[src/rtl/cdr_rx_seq_if.sv]
// Bit-stream input and MAC-side output bundle of the CDR receive sequencer.
// The sequencer takes the slave view; the CDR/MAC environment takes the master view.
interface cdr_rx_seq_if;
    logic       i_en;
    logic       i_data;
    logic       i_flag;
    logic       o_cdr_rst;
    logic       o_busy;
    logic [2:0] o_state;
    logic [6:0] o_len;
    logic       o_len_valid;
    logic [7:0] o_byte;
    logic       o_byte_valid;
    logic       o_done;
    logic       o_err;

    modport master (
        output i_en, i_data, i_flag,
        input  o_cdr_rst, o_busy, o_state, o_len, o_len_valid,
               o_byte, o_byte_valid, o_done, o_err
    );

    modport slave (
        input  i_en, i_data, i_flag,
        output o_cdr_rst, o_busy, o_state, o_len, o_len_valid,
               o_byte, o_byte_valid, o_done, o_err
    );
endinterface

[src/rtl/cdr_rx_seq.sv]
// Receive sequencer: holds/releases the CDR, hunts preamble + SFD, captures the
// length field and delivers payload bytes; re-arms the CDR on timeout or framing error.
module cdr_rx_seq #(
    parameter int         RST_CYC = 4,
    parameter int         PRE_MIN = 24,
    parameter logic [7:0] SFD_VAL = 8'hA7,
    parameter int         SFD_WIN = 32,
    parameter int         TIMEOUT = 256
) (
    input  logic          i_clk,
    input  logic          i_rst,
    cdr_rx_seq_if.slave   io_rx
);
    localparam int ARM_W = $clog2(RST_CYC + 1);
    localparam int TMO_W = $clog2(TIMEOUT + 1);

    typedef enum logic [2:0] {
        S_IDLE = 3'd0,
        S_ARM  = 3'd1,
        S_PRE  = 3'd2,
        S_SFD  = 3'd3,
        S_LEN  = 3'd4,
        S_PAY  = 3'd5,
        S_DONE = 3'd6
    } state_t;

    state_t           r_state;
    state_t           w_nxt;

    logic [ARM_W-1:0] r_arm;
    logic [TMO_W-1:0] r_tmo;
    logic [7:0]       r_zc;
    logic [7:0]       r_sh;
    logic [7:0]       r_bc;
    logic [6:0]       r_nbytes;
    logic [6:0]       r_len;
    logic [7:0]       r_byte;
    logic             r_cdr_rst;
    logic             r_busy;
    logic             r_len_v;
    logic             r_byte_v;
    logic             r_done;
    logic             r_err;

    logic             w_act;
    logic             w_tmo;
    logic             w_bit;
    logic             w_chg;
    logic             w_byte_end;
    logic [7:0]       w_sh;
    logic [7:0]       w_zc_inc;
    logic [7:0]       w_bc_inc;
    logic [6:0]       w_nbytes_inc;
    logic             w_len_v;
    logic             w_byte_v;
    logic             w_err;

    // Bits are only consumed in the hunting/receiving states, and never on a
    // cycle already claimed by an enable drop or a timeout.
    assign w_act        = (r_state == S_PRE) || (r_state == S_SFD) ||
                          (r_state == S_LEN) || (r_state == S_PAY);
    assign w_tmo        = w_act && (r_tmo == TMO_W'(TIMEOUT - 1));
    assign w_bit        = w_act && io_rx.i_en && io_rx.i_flag && !w_tmo;
    assign w_sh         = {io_rx.i_data, r_sh[7:1]};
    assign w_zc_inc     = (r_zc == 8'hFF) ? r_zc : r_zc + 8'd1;
    assign w_bc_inc     = r_bc + 8'd1;
    assign w_byte_end   = (w_bc_inc == 8'd8);
    assign w_nbytes_inc = r_nbytes + 7'd1;
    assign w_chg        = (w_nxt != r_state);

    always_ff @(posedge i_clk or negedge i_rst) begin
        if (!i_rst) r_state <= S_IDLE;
        else        r_state <= w_nxt;
    end

    always_comb begin
        w_nxt = r_state;
        if (r_state != S_IDLE && !io_rx.i_en) begin
            w_nxt = S_IDLE;
        end else begin
            case (r_state)
                S_IDLE: if (io_rx.i_en) w_nxt = S_ARM;
                S_ARM:  if (r_arm == ARM_W'(RST_CYC - 1)) w_nxt = S_PRE;
                S_DONE: w_nxt = S_ARM;
                S_PRE: begin
                    if (w_tmo) w_nxt = S_ARM;
                    else if (w_bit && !io_rx.i_data && w_zc_inc == 8'(PRE_MIN))
                        w_nxt = S_SFD;
                end
                S_SFD: begin
                    if (w_tmo)                               w_nxt = S_ARM;
                    else if (w_bit && w_sh == SFD_VAL)        w_nxt = S_LEN;
                    else if (w_bit && w_bc_inc == 8'(SFD_WIN)) w_nxt = S_ARM;
                end
                S_LEN: begin
                    if (w_tmo) w_nxt = S_ARM;
                    else if (w_bit && w_byte_end)
                        w_nxt = (w_sh[6:0] == 7'd0) ? S_ARM : S_PAY;
                end
                S_PAY: begin
                    if (w_tmo) w_nxt = S_ARM;
                    else if (w_bit && w_byte_end && w_nbytes_inc == r_len)
                        w_nxt = S_DONE;
                end
                default: w_nxt = S_IDLE;
            endcase
        end
    end

    always_comb begin
        w_len_v  = 1'b0;
        w_byte_v = 1'b0;
        w_err    = 1'b0;
        if (w_bit && w_byte_end) begin
            w_len_v  = (r_state == S_LEN);
            w_byte_v = (r_state == S_PAY);
        end
        if (io_rx.i_en) begin
            w_err = (w_tmo && (r_state == S_LEN || r_state == S_PAY)) ||
                    (w_len_v && w_sh[6:0] == 7'd0);
        end
    end

    always_ff @(posedge i_clk or negedge i_rst) begin
        if (!i_rst) begin
            r_arm     <= '0;
            r_tmo     <= '0;
            r_zc      <= '0;
            r_sh      <= '0;
            r_bc      <= '0;
            r_nbytes  <= '0;
            r_len     <= '0;
            r_byte    <= '0;
            r_cdr_rst <= 1'b0;
            r_busy    <= 1'b0;
            r_len_v   <= 1'b0;
            r_byte_v  <= 1'b0;
            r_done    <= 1'b0;
            r_err     <= 1'b0;
        end else begin
            r_arm <= (r_state == S_ARM && !w_chg) ? r_arm + ARM_W'(1) : '0;
            r_tmo <= (w_chg || io_rx.i_flag || !w_act) ? '0 : r_tmo + TMO_W'(1);

            if (r_state == S_PRE && !w_chg) begin
                if (w_bit) r_zc <= io_rx.i_data ? 8'd0 : w_zc_inc;
            end else begin
                r_zc <= '0;
            end

            // Any state change drops a partially assembled byte.
            if (w_chg) begin
                r_sh <= '0;
                r_bc <= '0;
            end else if (w_bit && r_state != S_PRE) begin
                r_sh <= w_sh;
                r_bc <= (r_state != S_SFD && w_byte_end) ? 8'd0 : w_bc_inc;
            end

            if (r_state == S_PAY && !w_chg) begin
                if (w_byte_v) r_nbytes <= w_nbytes_inc;
            end else begin
                r_nbytes <= '0;
            end

            if (w_len_v)  r_len  <= w_sh[6:0];
            if (w_byte_v) r_byte <= w_sh;

            r_cdr_rst <= (w_nxt != S_IDLE) && (w_nxt != S_ARM);
            r_busy    <= (w_nxt != S_IDLE);
            r_len_v   <= w_len_v;
            r_byte_v  <= w_byte_v;
            r_done    <= (w_nxt == S_DONE);
            r_err     <= w_err;
        end
    end

    assign io_rx.o_state      = r_state;
    assign io_rx.o_cdr_rst    = r_cdr_rst;
    assign io_rx.o_busy       = r_busy;
    assign io_rx.o_len        = r_len;
    assign io_rx.o_len_valid  = r_len_v;
    assign io_rx.o_byte       = r_byte;
    assign io_rx.o_byte_valid = r_byte_v;
    assign io_rx.o_done       = r_done;
    assign io_rx.o_err        = r_err;
endmodule

[src/flat_wrapper.sv]
// flat-port wrapper written by rule: the top's interface ports become plain ports
module cdr_rx_seq_flat 
#(
    parameter int         RST_CYC = 4,
    parameter int         PRE_MIN = 24,
    parameter logic [7:0] SFD_VAL = 8'hA7,
    parameter int         SFD_WIN = 32,
    parameter int         TIMEOUT = 256
)
  (i_clk, i_rst, io_rx_i_en, io_rx_i_data, io_rx_i_flag, io_rx_o_cdr_rst, io_rx_o_busy, io_rx_o_state, io_rx_o_len, io_rx_o_len_valid, io_rx_o_byte, io_rx_o_byte_valid, io_rx_o_done, io_rx_o_err);
  cdr_rx_seq_if io_rx_i ();
  input  logic i_clk;
  input  logic i_rst;
  input wire logic [$bits(io_rx_i.i_en)-1:0] io_rx_i_en;
  input wire logic [$bits(io_rx_i.i_data)-1:0] io_rx_i_data;
  input wire logic [$bits(io_rx_i.i_flag)-1:0] io_rx_i_flag;
  output wire logic [$bits(io_rx_i.o_cdr_rst)-1:0] io_rx_o_cdr_rst;
  output wire logic [$bits(io_rx_i.o_busy)-1:0] io_rx_o_busy;
  output wire logic [$bits(io_rx_i.o_state)-1:0] io_rx_o_state;
  output wire logic [$bits(io_rx_i.o_len)-1:0] io_rx_o_len;
  output wire logic [$bits(io_rx_i.o_len_valid)-1:0] io_rx_o_len_valid;
  output wire logic [$bits(io_rx_i.o_byte)-1:0] io_rx_o_byte;
  output wire logic [$bits(io_rx_i.o_byte_valid)-1:0] io_rx_o_byte_valid;
  output wire logic [$bits(io_rx_i.o_done)-1:0] io_rx_o_done;
  output wire logic [$bits(io_rx_i.o_err)-1:0] io_rx_o_err;
  assign io_rx_i.i_en = io_rx_i_en;
  assign io_rx_i.i_data = io_rx_i_data;
  assign io_rx_i.i_flag = io_rx_i_flag;
  assign io_rx_o_cdr_rst = io_rx_i.o_cdr_rst;
  assign io_rx_o_busy = io_rx_i.o_busy;
  assign io_rx_o_state = io_rx_i.o_state;
  assign io_rx_o_len = io_rx_i.o_len;
  assign io_rx_o_len_valid = io_rx_i.o_len_valid;
  assign io_rx_o_byte = io_rx_i.o_byte;
  assign io_rx_o_byte_valid = io_rx_i.o_byte_valid;
  assign io_rx_o_done = io_rx_i.o_done;
  assign io_rx_o_err = io_rx_i.o_err;
  cdr_rx_seq #(.RST_CYC(RST_CYC), .PRE_MIN(PRE_MIN), .SFD_VAL(SFD_VAL), .SFD_WIN(SFD_WIN), .TIMEOUT(TIMEOUT)) u_core (.i_clk(i_clk), .i_rst(i_rst), .io_rx(io_rx_i));
endmodule
[config.mk]
export PLATFORM = sky130hd
export DESIGN_NAME = cdr_rx_seq_flat
export DESIGN_NICKNAME = d
export VERILOG_FILES = /design/src/rtl/cdr_rx_seq_if.sv /design/src/rtl/cdr_rx_seq.sv /design/src/flat_wrapper.sv
export SDC_FILE = /design/constraint.sdc
export NUM_CORES = 1
export LEC_CHECK = 0
export ABC_AREA = 1
export ABC_CLOCK_PERIOD_IN_PS = 3200
export CAP_MARGIN = 20
export CORE_UTILIZATION = 58
export DETAILED_ROUTE_END_ITERATION = 10
export HOLD_SLACK_MARGIN = 0.06
export PLACE_DENSITY = 0.79
export SYNTH_ARGS = -nofsm -noshare
export SYNTH_HDL_FRONTEND = slang
export SYNTH_SLANG_ARGS = --single-unit
[constraint.sdc]
create_clock -name i_clk -period 3.2 [get_ports i_clk]
set_input_delay 0.8 -clock i_clk [delete_from_list [all_inputs] [get_ports i_clk]]
set_output_delay 0.8 -clock i_clk [all_outputs]
set_load 0.02 [all_outputs]
**Word-level counts from Yosys, hierarchy flattened**

Index checks and enable logic that the tools add are counted.

- Bits in registers: 67
- Input port bits: 5
- Output and inout port bits: 24
- Logic and storage cells: 107

- Add/subtract/negate cells: 5
- Equal/unequal tests: 21
- Multiplexer cells: 30
- Reductions and logical operators: 36

Operators by type and width:

| cell | number |
|---|---|
| 2-to-1 mux 8 bit | 9 |
| 2-to-1 mux 3 bit | 14 |
| one-hot mux 3 bit (7 select lines) | 1 |
| logical AND 1 bit | 19 |
| adder 8 x 1 -> 8 bit, second input constant | 2 |
| == test 8 bit, second input constant | 2 |
| 2-to-1 mux 7 bit | 2 |
| == test 3 bit, second input constant | 4 |
| adder 9 x 1 -> 9 bit, second input constant | 1 |
| == test 3 x 2 -> 1 bit, second input constant | 3 |
| == test 9 x 8 -> 1 bit, second input constant | 1 |
| 2-to-1 mux 9 bit | 1 |
| == test 8 x 4 -> 1 bit, second input constant | 1 |
| == test 8 x 5 -> 1 bit, second input constant | 1 |
| == test 8 x 6 -> 1 bit, second input constant | 1 |
| adder 7 x 1 -> 7 bit, second input constant | 1 |
| == test 7 bit | 1 |
| zero test 7 bit | 1 |
| logical OR 1 bit | 7 |
| != test 3 x 2 -> 1 bit, second input constant | 2 |
| nonzero test 3 bit | 2 |
| zero test 1 bit | 5 |
| != test 2 x 1 -> 1 bit, second input constant | 2 |
| adder 3 x 1 -> 3 bit, second input constant | 1 |
| other kinds (6) | 8 |

**Longest topological paths before layout**

Gate-level depths: netlist of run 1.

- Word-level depth: 17
- Mapped depth: 24
- Depth with buffers taken out: 23

**Worst setup path after synthesis of run 1**

Ideal clock, no wire load.

- Kind: register -> register
- Start: reg u_core.r_tmo[0]
- End: reg u_core.r_sh[6]
- Library setup time: 0.074 ns
- Arrival time: 2.909 ns
- Data required time: 3.126 ns
- Path slack: 0.217 ns
- Cell stages (with the launch flop): 25
- Path buffers: 1
- Period minus slack after synthesis: 2.983 ns
- Path through: dfrtp_1 -> ha_1 -> nand2_1 -> nor2_1 -> inv_1 -> nor2_1 -> nand3_1 -> nor2_1 -> ha_1 -> nor3_4 -> inv_1 -> nor2_1 -> nand3_1 -> nor2_1 -> nand2_1 -> nand2_1 -> nand2_1 -> nand3_2 -> nand2_1 -> nand2_1 -> nand2_2 -> nor2_8 -> nand2_4 -> buf_6 -> o21ai_2

- Longest elaborated chain between the ends: 12
- Elaborated cells between the ends (all ways): 25
- Those cells by class: eq/ne (2); mux (12); reduce/logical (11)

Ends and longest elaborated chain:

| element | RTL line | RTL |
|---|---|---|
| start, declared | cdr_rx_seq.sv:31 | `logic [TMO_W-1:0] r_tmo;` |
| start signal, assigned | cdr_rx_seq.sv:142 | `r_tmo <= (w_chg \|\| io_rx.i_flag \|\| !w_act) ? '0 : r_tmo + TMO_W'(1);` |
| == test 9 x 8 -> 1 bit * | cdr_rx_seq.sv:62 | `assign w_tmo = w_act && (r_tmo == TMO_W'(TIMEOUT - 1));` |
| logical AND 1 bit * | cdr_rx_seq.sv:62 |  |
| zero test 1 bit | cdr_rx_seq.sv:63 | `assign w_bit = w_act && io_rx.i_en && io_rx.i_flag && !w_tmo;` |
| logical AND 1 bit | cdr_rx_seq.sv:63 |  |
| logical AND 1 bit, on equally long branches | - |  |
| 2-to-1 mux 3 bit, or another cell as far along | cdr_rx_seq.sv:93 | `else if (w_bit && w_bc_inc == 8'(SFD_WIN)) w_nxt = S_ARM;` |
| 2-to-1 mux 3 bit, on equally long branches | cdr_rx_seq.sv:92, cdr_rx_seq.sv:87, cdr_rx_seq.sv:102 |  |
| 2-to-1 mux 3 bit, on equally long branches | cdr_rx_seq.sv:91, cdr_rx_seq.sv:86, cdr_rx_seq.sv:101 |  |
| one-hot mux 3 bit (7 select lines) | cdr_rx_seq.sv:81 | `case (r_state)` |
| 2-to-1 mux 3 bit | cdr_rx_seq.sv:78 | `if (r_state != S_IDLE && !io_rx.i_en) begin` |
| != test 3 bit | cdr_rx_seq.sv:69 | `assign w_chg = (w_nxt != r_state);` |
| 2-to-1 mux 8 bit / nonzero test 2 bit (equally long branches) | - |  |
| end signal, assigned | cdr_rx_seq.sv:155 | `r_sh <= w_sh;` |
| end, declared | cdr_rx_seq.sv:33 | `logic [7:0] r_sh;` |

Every way passes the cells marked *; elsewhere a longest branch is shown, timed or not.
A chain may end at the register's enable or synchronous reset.

**Final worst setup path of run 1**

- Start: reg u_core.r_tmo[0]
- End: reg u_core.r_zc[0]

- Longest elaborated chain between the ends: 14
- Elaborated cells between the ends (all ways): 26
- Those cells by class: eq/ne (3); mux (12); reduce/logical (11)

Ends and longest elaborated chain:

| element | RTL line | RTL |
|---|---|---|
| == test 9 x 8 -> 1 bit * | cdr_rx_seq.sv:62 |  |
| logical AND 1 bit * | cdr_rx_seq.sv:62 |  |
| zero test 1 bit | cdr_rx_seq.sv:63 |  |
| logical AND 1 bit | cdr_rx_seq.sv:63 |  |
| logical AND 1 bit, on equally long branches | - |  |
| 2-to-1 mux 3 bit, or another cell as far along | cdr_rx_seq.sv:93 |  |
| 2-to-1 mux 3 bit, on equally long branches | cdr_rx_seq.sv:92, cdr_rx_seq.sv:87, cdr_rx_seq.sv:102 |  |
| 2-to-1 mux 3 bit, on equally long branches | cdr_rx_seq.sv:91, cdr_rx_seq.sv:86, cdr_rx_seq.sv:101 |  |
| one-hot mux 3 bit (7 select lines) | cdr_rx_seq.sv:81 |  |
| 2-to-1 mux 3 bit | cdr_rx_seq.sv:78 |  |
| != test 3 bit | cdr_rx_seq.sv:69 |  |
| zero test 1 bit | cdr_rx_seq.sv:144 | `if (r_state == S_PRE && !w_chg) begin` |
| logical AND 1 bit | cdr_rx_seq.sv:144 |  |
| != test 2 x 1 -> 1 bit (no source line) / 2-to-1 mux 8 bit (equally long branches) | - |  |
| end signal, assigned | cdr_rx_seq.sv:145 | `if (w_bit) r_zc <= io_rx.i_data ? 8'd0 : w_zc_inc;` |
| end, declared | cdr_rx_seq.sv:32 | `logic [7:0] r_zc;` |

Marks and branches as above.

==> run_results.csv, run 1 <==
group,metric,value,unit
detailed_routing,drt_wl_total,8.96,mm
global_routing,globalRouteTotalUtil,25.6,%
detailed_routing,drc_errors,0,
logic_synthesis,synthesis.area,0.00382,mm2
clock_network,tritoncts,"yes",
sta,skew,0.00938,ns
logic_synthesis,syn_inst,482,
sta,max-slew-margin-rel,58.5,%
finish,fin_util,73.6,%
detailed_routing,routed_wire_length_per_instance,14.6,um
logic_synthesis,synthesis.yosys.warnings,0,
clock_network,source_to_sink_clock_delay_at_the_later_pin_of_the_worst_skew_pair,0.35,ns
sta,hold_viol_final,0,
setup_path,reg2reg_depth,25,
power_and_ir_drop,power_leakage,2.30,nW
detailed_routing,drtIter0Drc,320,
clock_network,clock_pin_slew_reported_for_the_worst_setup_and_hold_paths_after_clock_tree_synthesis,0.07,ns
setup_path,cp.arrival,3.44,ns
detailed_routing,vias,3482,
power_and_ir_drop,power.density_cell_area,557,mW/mm2
floorplanning,vertical_die_dimension,83.2,um
sta,setup_violations,0,
global_routing,pin_count_of_the_biggest_net_entering_global_routing,67,
setup_path,cp_data_required_time,3.48,ns
sta,tns,0,ns
global_routing,grt_first_pass_wirelength,14.0,mm
clock_network,cts_buffers,9,
logic_synthesis,synth.distinct_cells,38,
placement,detailed_place.area,0.00423,mm2
finish,drive_gt1_share,18.1,%
sta,min_period,3.16,ns
placement,io_buffers,28,
clock_network,cts_root_buf,"sky130_fd_sc_hd__clkbuf_8",
sta,timing_worst_slew_pin_value,0.621,ns
finish,final.fill_count,485,
logic_synthesis,synthesized_area_per_cell,7.93,um2
global_routing,first_global_vias,3071,
finish,final_cell_mix,"sky130_fd_sc_hd__nand2_1 (111), sky130_fd_sc_hd__dfrtp_1 (66), sky130_fd_sc_hd__inv_1 (61), sky130_fd_sc_hd__nand3_1 (55)",
clock_network,cts_num_sinks,66,
global_routing,antenna_found_initial,0,
setup_path,critical_path.max_fanout,10,
status,status,"finished, final reports clean",
worst_hold_path,hold_path.class,"reg2reg",
flow_run,drv.max_cap_violation_count,0,
floorplanning,die_area,0.00692,mm2
sta,max_freq,0.316,GHz
clock_network,cts-htree-levels,3,
sta,period_share,98.9,%
sta,finalHoldWorstSlack,0.442,ns
sta,maxSlewViolCount,0,
finish,stdcell_area,0.00468,mm2
clock_network,post_cts_hold_buffer_count,0,
detailed_routing,ant_nets,0,
setup_path,cp-endpoint,"u_core.r_zc[0]",
logic_synthesis,synth-seq-cells,66,
detailed_routing,firstDrtPassIters,6,
finish,area_delta_synth_final,22.3,%
setup_path,worst_setup_path_start_kind,"register",
floorplanning,rows,29,
power_and_ir_drop,ir_worst_vdd,0.446,mV
setup_path,setup.reg_to_reg.worst_slack,0.04,ns
floorplanning,dieWidth,83.2,um
setup_path,setup.worst_path.class,"reg2reg",
finish,register_area,0.00165,mm2
floorplanning,top_level_ports,29,
setup_path,timing.critical_path.to_type,"register",
floorplanning,start_util,60.2,%
finish,number_of_nets_in_the_final_layout,544,
clock_network,clock_tree.buffer_depth,2,
finish,layout_commonest_cell,"sky130_fd_sc_hd__nand2_1",
finish,antenna_cells_inserted,0,
setup_path,r2r_end,"u_core.r_zc[0]",
setup_path,critical_path.startpoint,"u_core.r_tmo[0]",
finish,multi_input_area,0.00190,mm2
global_routing,grt_overflow_total,0,
placement,detailed_place_hpwl,5.74,mm
logic_synthesis,synthesis.nets,496,
floorplanning,floorplan.core_area,0.00635,mm2
detailed_routing,avgViaCountPerCell,5.69,
placement,gp_congestion,0.953,
setup_path,crit-reg2reg-launch,"u_core.r_tmo[0]",
logic_synthesis,yosysSeqAreaShare,43.2,%
[stage by stage]
| step | total power [mW] | cells | setup slack (ns) |
|---|---|---|---|
| after floorplan | 1.38 | 482 | 0.217 |
| after detailed placement | 1.48 | 586 | 0.00762 |
| after global routing | 2.71 | 612 | -0.158 |
| final | 2.61 | 612 | 0.0364 |
| after CTS | 2.27 | 602 | 0.0446 |
| after global placement | 1.47 | 586 | 0.0741 |
[worst min-delay path by stage]
stage,cells after the start,slack [ns],end,startpoint
after floorplan,1,0.41,u_core.r_arm[0],u_core.r_arm[0]
after global placement,1,0.42,u_core.r_arm[0],u_core.r_arm[0]
after detailed placement,1,0.43,u_core.r_arm[0],u_core.r_arm[0]
after CTS,1,0.44,u_core.r_arm[0],u_core.r_arm[0]
after global routing,1,0.46,u_core.r_arm[0],u_core.r_arm[0]
final,1,0.44,u_core.r_arm[0],u_core.r_arm[0]
[sequential cells by signal, summed over array words and instances, names as in the netlist, 3 cells and up]
signal and count:
u_core.io_rx.o_state 3, u_core.r_sh 7, u_core.io_rx.o_len 7, u_core.r_tmo 9, u_core.r_arm 3, u_core.r_nbytes 7, u_core.io_rx.o_byte 8, u_core.r_bc 8
u_core.r_zc 8
[critical path: stages (launching register included)]
cell                      delay, ns
sky130_fd_sc_hd__dfrtp_1       0.38
sky130_fd_sc_hd__ha_2          0.19
sky130_fd_sc_hd__nand2_1       0.07
sky130_fd_sc_hd__nor2_1        0.09
sky130_fd_sc_hd__inv_1         0.08
sky130_fd_sc_hd__nor2_4        0.12
sky130_fd_sc_hd__nand3_2       0.10
sky130_fd_sc_hd__nor2_2        0.12
sky130_fd_sc_hd__ha_2          0.21
sky130_fd_sc_hd__nor3_4        0.05
sky130_fd_sc_hd__inv_1         0.09
sky130_fd_sc_hd__buf_6         0.15
sky130_fd_sc_hd__nor2_2        0.05
sky130_fd_sc_hd__nand4_1       0.10
sky130_fd_sc_hd__nand2_1       0.07
sky130_fd_sc_hd__nand3_1       0.09
sky130_fd_sc_hd__nand3_1       0.11
sky130_fd_sc_hd__nand2_2       0.11
sky130_fd_sc_hd__nand2_2       0.08
sky130_fd_sc_hd__nand2_2       0.09
sky130_fd_sc_hd__nand3_4       0.11
sky130_fd_sc_hd__nor2_8        0.15
sky130_fd_sc_hd__buf_12        0.16
sky130_fd_sc_hd__buf_12        0.13
sky130_fd_sc_hd__nand2_1       0.06
sky130_fd_sc_hd__a21oi_2       0.12
[power by group]
part / internal [mW] / total, mW / switching, mW
clock: 0.461 / 0.800 / 0.339
combinational: 0.426 / 0.928 / 0.502
sequential: 0.857 / 0.879 / 0.0211
total: 1.74 / 2.61 / 0.863
[synthesized netlist by cell type]
library cell / n / share of area (%)
sky130_fd_sc_hd__buf_6: 6 / 1.8
sky130_fd_sc_hd__a21oi_1: 3 / 0.39
sky130_fd_sc_hd__inv_2: 4 / 0.39
sky130_fd_sc_hd__nor3_2: 1 / 0.26
sky130_fd_sc_hd__nand3_1: 58 / 7.6
sky130_fd_sc_hd__nand2_1: 113 / 11
sky130_fd_sc_hd__nor4_1: 3 / 0.49
sky130_fd_sc_hd__nand3_2: 2 / 0.52
sky130_fd_sc_hd__nor3_4: 1 / 0.43
sky130_fd_sc_hd__dfrtp_1: 66 / 43
sky130_fd_sc_hd__o21a_1: 1 / 0.20
sky130_fd_sc_hd__nor3b_1: 1 / 0.20
sky130_fd_sc_hd__o22ai_1: 1 / 0.16
sky130_fd_sc_hd__nand3_4: 3 / 1.4
sky130_fd_sc_hd__nand2_2: 7 / 1.1
sky130_fd_sc_hd__and3_1: 1 / 0.16
sky130_fd_sc_hd__a21oi_2: 1 / 0.23
sky130_fd_sc_hd__nor3_1: 6 / 0.79
sky130_fd_sc_hd__nor2_8: 2 / 1.0
sky130_fd_sc_hd__nor2_2: 4 / 0.65
sky130_fd_sc_hd__buf_4: 1 / 0.20
sky130_fd_sc_hd__nand3b_1: 1 / 0.20
sky130_fd_sc_hd__o21ai_2: 10 / 2.3
sky130_fd_sc_hd__o21bai_1: 1 / 0.20
sky130_fd_sc_hd__nand2_4: 1 / 0.29
sky130_fd_sc_hd__buf_2: 1 / 0.13
sky130_fd_sc_hd__nand4_1: 32 / 5.2
sky130_fd_sc_hd__ha_1: 9 / 2.9
sky130_fd_sc_hd__xor2_1: 6 / 1.4
sky130_fd_sc_hd__o21ai_0: 21 / 2.7
sky130_fd_sc_hd__clkbuf_1: 6 / 0.59
sky130_fd_sc_hd__inv_1: 62 / 6.1
sky130_fd_sc_hd__nor2_4: 3 / 0.88
sky130_fd_sc_hd__nor2_1: 36 / 3.5
sky130_fd_sc_hd__a31oi_1: 1 / 0.16
sky130_fd_sc_hd__o21ai_1: 3 / 0.39
sky130_fd_sc_hd__or2_1: 1 / 0.16
sky130_fd_sc_hd__or2_2: 3 / 0.49
[routing by layer]
metal | global-route usage (%) | part of all wire, % | routed length [um] | vias up
li1 | - | - | - | 1684
met1 | 34.3 | 44 | 3950 | 1651
met5 | 0 | 0 | 0 | -
met2 | 41.1 | 49 | 4370 | 127
met3 | 4.67 | 5.2 | 465 | 20
met4 | 10.3 | 2.0 | 177 | 0
[kinds of logic (layout without fill, tap and decap cells)]
kind of cell               count (synthesis)  count (layout)  share of synthesized area, %
adders and majority gates                  9               9                          2.95
and+or+nand+nor                          279             280                          36.6
AOI/OAI and AO/OA                         42              42                          6.77
DFF                                       66              66                          43.2
buffers and inverters                     80             132                          9.16
xor gates and xnor gates                   6               6                          1.37
[final cells by class]
class | instances | share of cell area (%)
Clock buffer | 10 | 2.94
Multi-Input combinational cell | 337 | 40.7
Tap cell | 77 | 2.06
Timing Repair Buffer | 50 | 11.8
Inverter | 66 | 5.30
Clock inverter | 6 | 1.93
Sequential cell | 66 | 35.3
[timing repair]
item                                    4_1_cts  5_1_grt
setup buffers                                 0        5
endpoints found under the setup margin        0       42
gates resized for setup                       0       20
endpoints found under the hold margin         0        0
Power figures use the tool's default switching activity.
==> inputs of run 2 (changes only) <==
--- a/config.mk
+++ b/config.mk
@@ -8,10 +8,12 @@
 export ABC_AREA = 1
 export ABC_CLOCK_PERIOD_IN_PS = 3200
 export CAP_MARGIN = 20
+export CORE_MARGIN = 2
 export CORE_UTILIZATION = 58
 export DETAILED_ROUTE_END_ITERATION = 10
 export HOLD_SLACK_MARGIN = 0.06
 export PLACE_DENSITY = 0.79
+export SKIP_LAST_GASP = 1
 export SYNTH_ARGS = -nofsm -noshare
 export SYNTH_HDL_FRONTEND = slang
 export SYNTH_SLANG_ARGS = --single-unit
==> run 2 against run 1 <==
  * Global-route usage decreased by 0.35 points
  * Final cell count increased by 0.33%
  * Core utilization decreased by 0.32 points
  * Count of clock-buffer cells in the layout unchanged
  * Register-to-register slack improved by 0.07 ns
  * Via count decreased by 0.40%
  * Sequential share of layout area increased by 0.15 points
  * Fmax increased by 2.4%
==> run_results.csv, run 2 (synthesis gave the netlist of run 1 again) <==
group,metric,value,unit
finish,largest_register_ffs,9,
sta,tns,0,ns
clock_network,clock_pin_slew_reported_for_the_worst_setup_and_hold_paths_after_clock_tree_synthesis,0.07,ns
clock_network,cts_buffers,9,
worst_hold_path,hold_path.class,"reg2reg",
clock_network,cts_num_sinks,66,
sta,min_period,3.09,ns
clock_network,clock_tree.buffer_depth,2,
global_routing,grt_overflow_total,0,
detailed_routing,ant_nets,0,
detailed_routing,firstDrtPassIters,6,
setup_path,worstPathCellList,"ha_2 -> nand2_1 -> nor2_2 -> inv_2 -> nor2_4 -> nand3_2 -> nor2_2 -> ha_2 -> buf_4 -> nand2_2 -> o22ai_1 -> nor3_1 -> nor3b_2 -> nand3_2 -> nand2_1 -> nand2_1 -> nand2_2 -> nor2_8 -> buf_4 -> nand3_1 -> o21ai_2",
power_and_ir_drop,power_leakage,2.29,nW
finish,fin_util,73.3,%
sta,period_share,96.6,%
power_and_ir_drop,combinational_cell_fraction_of_total_power,34.6,%
sta,finalHoldWorstSlack,0.455,ns
sta,skew,0.00720,ns
global_routing,first_global_vias,3151,
global_routing,global_route.usage.met2,39.2,%
finish,drive_gt1_share,19.0,%
power_and_ir_drop,power_report.internal_total,1.60,mW
global_routing,grtUsageMet3,4.38,%
floorplanning,vertical_die_dimension,85.2,um
detailed_routing,avgViaCountPerCell,5.65,
setup_path,setup.reg_to_reg.worst_slack,0.11,ns
power_and_ir_drop,net-switching-power,831,uW
floorplanning,die_area,0.00726,mm2
setup_path,timing.critical_path.buf_inv,3,
clock_network,cts_root_buf,"sky130_fd_sc_hd__clkbuf_8",
floorplanning,start_util,60.2,%
setup_path,worst_setup_path_start_kind,"register",
finish,final_cell_mix,"sky130_fd_sc_hd__nand2_1 (111), sky130_fd_sc_hd__dfrtp_1 (66), sky130_fd_sc_hd__inv_1 (60), sky130_fd_sc_hd__nand3_1 (54), sky130_fd_sc_hd__nand4_1 (32)",
detailed_routing,drt_wl_total,9.08,mm
global_routing,grt-busiest-layer,"met2",
placement,io_buffers,28,
setup_path,critical_path.max_fanout,9,
floorplanning,floorplan.core_area,0.00635,mm2
clock_network,cts-htree-levels,3,
finish,number_of_nets_in_the_final_layout,546,
power_and_ir_drop,power.share.switching,34.2,%
sta,max_freq,0.324,GHz
setup_path,critical-path-slowest-cell,"sky130_fd_sc_hd__dfrtp_1",
sta,max-slew-margin-rel,56.5,%
power_and_ir_drop,sequentialPowerShare,36.1,%
setup_path,critPathTopFamily,"simple AND/OR/NAND/NOR gates",
status,status,"finished, final reports clean",
floorplanning,rows,29,
power_and_ir_drop,power.density_cell_area,523,mW/mm2
power_and_ir_drop,ir_worst_vdd,0.446,mV
power_and_ir_drop,finalPower,2.43,mW
detailed_routing,vias,3468,
finish,antenna_cells_inserted,0,
placement,detailed_place_hpwl,6.15,mm
finish,area_delta_synth_final,21.8,%
clock_network,post_cts_hold_buffer_count,0,
setup_path,cp.arrival,3.36,ns
setup_path,timing.critical_path.slowest_cell_delay,0.38,ns
power_and_ir_drop,power.share.clock,29.3,%
sta,setup_violations,0,
finish,largest-register,"u_core.r_tmo",
flow_run,drv.max_cap_violation_count,0,
placement,gp_congestion,0.887,
setup_path,cp_data_required_time,3.47,ns
detailed_routing,drc_errors,0,
sta,worst_slack,0.110,ns
global_routing,global_route.usage.met1,34.8,%
floorplanning,dieWidth,85.2,um
sta,hold_viol_final,0,
clock_network,source_to_sink_clock_delay_at_the_later_pin_of_the_worst_skew_pair,0.34,ns
global_routing,antenna_found_initial,0,
sta,maxSlewViolCount,0,
global_routing,grt_first_pass_wirelength,14.6,mm
finish,layout_commonest_cell,"sky130_fd_sc_hd__nand2_1",
setup_path,worst_path_most_repeated_cell,"sky130_fd_sc_hd__nand2_1",
detailed_routing,routed_wire_length_per_instance,14.8,um
setup_path,setup.worst_path.class,"reg2reg",
global_routing,pin_count_of_the_biggest_net_entering_global_routing,40,
floorplanning,top_level_ports,29,
clock_network,tritoncts,"yes",
detailed_routing,drtIter0Drc,255,
global_routing,globalRouteTotalUtil,25.2,%
placement,place_ws,0.0620,ns
setup_path,timing.critical_path.to_type,"register",
sta,timing_worst_slew_pin_value,0.652,ns
[run 2: power by group through the flow]
| stage | Sequential (mW) | Combinational [mW] | Clock (mW) |
|---|---|---|---|
| after CTS | 0.877 | 0.611 | 0.726 |
| after floorplan | 0.906 | 0.471 | 0 |
| after global placement | 0.892 | 0.598 | 0 |
| after detailed placement | 0.892 | 0.611 | 0 |
| after global routing | 0.880 | 0.901 | 0.761 |
| final | 0.879 | 0.841 | 0.713 |
[run 2: worst paths after layout]
path / to / start / cells after the start
worst max-delay path: u_core.r_bc[5] / u_core.r_tmo[0] / 21
worst min-delay path: u_core.r_arm[0] / u_core.r_arm[0] / 1
worst max register to register: u_core.r_bc[5] / u_core.r_tmo[0] / 21
worst min register to register: u_core.r_arm[0] / u_core.r_arm[0] / 1
max in group asynchronous: u_core.io_rx.o_done / i_rst / 2
min in group asynchronous: u_core.r_bc[0] / i_rst / 1
[run 2: metrics by stage]
step	instance area (um2)	std cells
final	4660	614
after global routing	4660	614
after CTS	4440	603
after detailed placement	4240	587
after global placement	4240	587
after floorplan	3820	482
[run 2: area by class of cell]
type | count | area (um2)
multi-input combinational | 337 | 1910
fill | 457 | 1690
sequential | 66 | 1650
timing repair buffer | 52 | 549
inverter | 66 | 248
clock buffer | 10 | 138
tap | 77 | 96.3
clock inverter | 6 | 66.3
[run 2: layer usage]
layer / part of all wire [%] / vias up
met1: 43 / 1645
met3: 5.0 / 24
met2: 49 / 114
li1: - / 1685
met4: 2.8 / 0
met5: 0 / -
[run 2: repair_timing]
| item | in CTS | in global routing |
|---|---|---|
| endpoints found under the hold margin | 0 | 0 |
| gates resized for setup | 0 | 23 |
| buffers inserted | 0 | 7 |
| setup endpoints to repair | 0 | 42 |
==> edit, RTL diff (settings of run 2) <==
`TIMEOUT` is set to 256 in 2 places; all go to 1024.
--- a/src/rtl/cdr_rx_seq.sv
+++ b/src/rtl/cdr_rx_seq.sv
@@ -5,7 +5,7 @@
     parameter int         PRE_MIN = 24,
     parameter logic [7:0] SFD_VAL = 8'hA7,
     parameter int         SFD_WIN = 32,
-    parameter int         TIMEOUT = 256
+    parameter int         TIMEOUT = 1024
 ) (
     input  logic          i_clk,
     input  logic          i_rst,
--- a/src/flat_wrapper.sv
+++ b/src/flat_wrapper.sv
@@ -5,7 +5,7 @@
     parameter int         PRE_MIN = 24,
     parameter logic [7:0] SFD_VAL = 8'hA7,
     parameter int         SFD_WIN = 32,
-    parameter int         TIMEOUT = 256
+    parameter int         TIMEOUT = 1024
 )
   (i_clk, i_rst, io_rx_i_en, io_rx_i_data, io_rx_i_flag, io_rx_o_cdr_rst, io_rx_o_busy, io_rx_o_state, io_rx_o_len, io_rx_o_len_valid, io_rx_o_byte, io_rx_o_byte_valid, io_rx_o_done, io_rx_o_err);
   cdr_rx_seq_if io_rx_i ();
Function: no difference found for any inputs over 10 cycles, from zero or initial values and one cycle with i_rst low; that may be too few to reach the edited logic, so the function may still have changed.
==> edit against run 2 <==
Wire length decreased by 4.2%; sequential cell count rose by 2; final area decreased by 2.4%; power is 12% lower; sequential share of layout area grew 2.0 points; highest routed layer unchanged; worst setup slack better by 0.27 ns; core utilization decreased by 5.7 points; synthesized area grew 4.1%; synthesized cell count rose by 9.3%; clock skew increased by 0.0011 ns.
==> edit: results (changes against run 2) <==
- Hold Startpoint: u_core.r_arm[0]
- Distinct cell type count after synthesis: 33 (-13%)
- Worst skew pair latency: 0.34 ns (about the same)
- RR Startpoint: u_core.io_rx.o_state[1]
- Placed instance area: 4347 um^2 (+2.6%)
- Post-synth top cells: nand2_1, dfrtp_1, inv_1
- CP max stage delay: 0.46 ns (+0.08 ns)
- Buffers on Ports: 28 (unchanged)
- Layout Skew: 0.008287 ns (+0.001089 ns)
- Clk buf depth: 2 (unchanged)
- Pleak: 2.143 nW (-6.4%)
- Root buf cell: clkbuf_8
- Layout cells sized above 1: 10.99% (-8.0 points)
- Pre-Repair DR Iteration Count: 5 (-1)
- Largest reg by FF count: u_core.r_tmo
- Clk slew on worst S/H paths: around 0.08 ns
- Primary FF master, synth: dfrtp_1
- Worst-path fanout max: 24 (+15)
- Post-synthesis net count: 540 (+8.9%)
- Final setup viols: 0 (unchanged)
- Hold Crit Depth: 1 (unchanged)
- Outcome: finished, final reports clean
- GRT Total Usage: 24.78% (-0.42 points)
- Slowest-stage cell, CP: dfrtp_2
- WP data arrival: 3.08 ns (-0.28 ns)
- Initial antenna violation count: 0 (unchanged)
- R2r worst-path depth: 16 (-24%)
- Vias: 3,564 (+2.8%)
- Largest net degree at the start of global routing: 40 (unchanged)
- Starting DRC count in detailed routing: 262 (+2.7%)
- FFs w/ async S/R, synth: 100.0% (unchanged)
- N_diodes: 0 (unchanged)
- Worst hold path type: flop to flop
- Number of flip-flops in the largest register: 11 (+2)
- Post-synthesis sequential area ratio: 42.77% (-0.43 points)
- Hpwl dp: 6.261 mm (+1.9%)
- H-tree Lvls: 3 (unchanged)
- Reg2reg end: u_core.r_zc[3]
- CP delay by family, top: simple AND/OR/NAND/NOR gates
- Synth area leaders: dfrtp_1, nand2_1, inv_1, nand3_1, nor2_1
- Layout net count: 573 (+4.9%)
- First-pass GRT wire length: 14.85 mm (+1.9%)
- Rel. slew slack: 54.66% (-1.9 points)
- Wire per inst: 13.50 um (-8.7%)
- Routability cong.: 0.8867 (about the same)
- Worst hold margin: 0.4468 ns (-0.007981 ns)
- Flop2flop setup slack: 0.38 ns (+0.27 ns)
- Maximum vdd drop: 0.0004478 V (+0.43%)
- Synth Warn #: 0 (unchanged)
- TritonCTS buffer count: 9 (unchanged)
- Hold EP: u_core.r_arm[0]
- Vias in the first global route: 3,363 (+6.7%)
[edit: changes by cell type in the layout (fill, tap and decap cells not counted), sizes merged, moves of 3 or more]
cell / run 2 / this run
nand3b: 1 / 9
nor2: 46 / 63
nor3: 8 / 11
buf: 22 / 11
clkbuf: 13 / 9
nand4: 32 / 25
nor4: 3 / 0
nand2: 121 / 145
or2: 4 / 1
[edit: cells by family after synthesis]
group                    share of synthesized area, %
buffers and inverters                           9.119
XOR/XNOR                                        1.321
flip-flops                                      42.77
AND/OR/NAND/NOR                                 38.30
adder cells (fa/ha/maj)                         2.516
AO/OA/AOI/OAI                                   5.975
[edit: final cells by class]
cell class	count	area, um^2
Fill cell	547	2173
Multi-Input combinational cell	375	1919
Sequential cell	68	1703
Timing Repair Buffer	38	379.1
Inverter	68	255.2
Clock buffer	9	123.9
Tap cell	80	100.1
Clock inverter	6	65.06
[edit: worst max-delay path by stage]
stage	start	to	slack, ns	depth (start not counted)
2_1_floorplan	u_core.io_rx.o_state[1]	u_core.r_bc[3]	0.57	16
3_3_place_gp	io_rx_i_data	u_core.r_sh[1]	0.04	11
3_5_place_dp	io_rx_i_en	u_core.r_tmo[2]	-0.05	15
4_1_cts	u_core.io_rx.o_state[1]	u_core.r_tmo[2]	0.18	15
5_1_grt	u_core.r_nbytes[0]	u_core.r_sh[4]	0.05	18
6_report	u_core.io_rx.o_state[1]	u_core.r_zc[3]	0.38	16
[edit: through the flow]
step,cells,setup TNS [ns],setup slack [ns]
2_1_floorplan,527,0,0.5727
3_3_place_gp,629,0,0.03709
3_5_place_dp,629,-0.2176,-0.05005
4_1_cts,644,0,0.1835
5_1_grt,644,0,0.04518
6_report,644,0,0.3769
[edit: power breakdown]
part	internal, W	switching, W	leakage (nW)
clock network	0.000357	0.000335	0.0955
registers	0.000883	0.0000254	0.943
logic	0.000175	0.000374	1.10
[edit: layer usage]
| layer | track usage, % | wire (um) | vias to the layer above |
|---|---|---|---|
| li1 | - | - | 1777 |
| met4 | 9.517 | 226 | 0 |
| met1 | 31.12 | 3805 | 1675 |
| met2 | 41.22 | 4289 | 90 |
| met5 | 0 | 0 | - |
| met3 | 6.000 | 376 | 22 |
[edit: timing repair]
| item | CTS | global route |
|---|---|---|
| endpoints found under the setup margin | 0 | 21 |
| setup buffers | 0 | 0 |
| hold buffers | 0 | 0 |
| gates resized for setup | 0 | 4 |
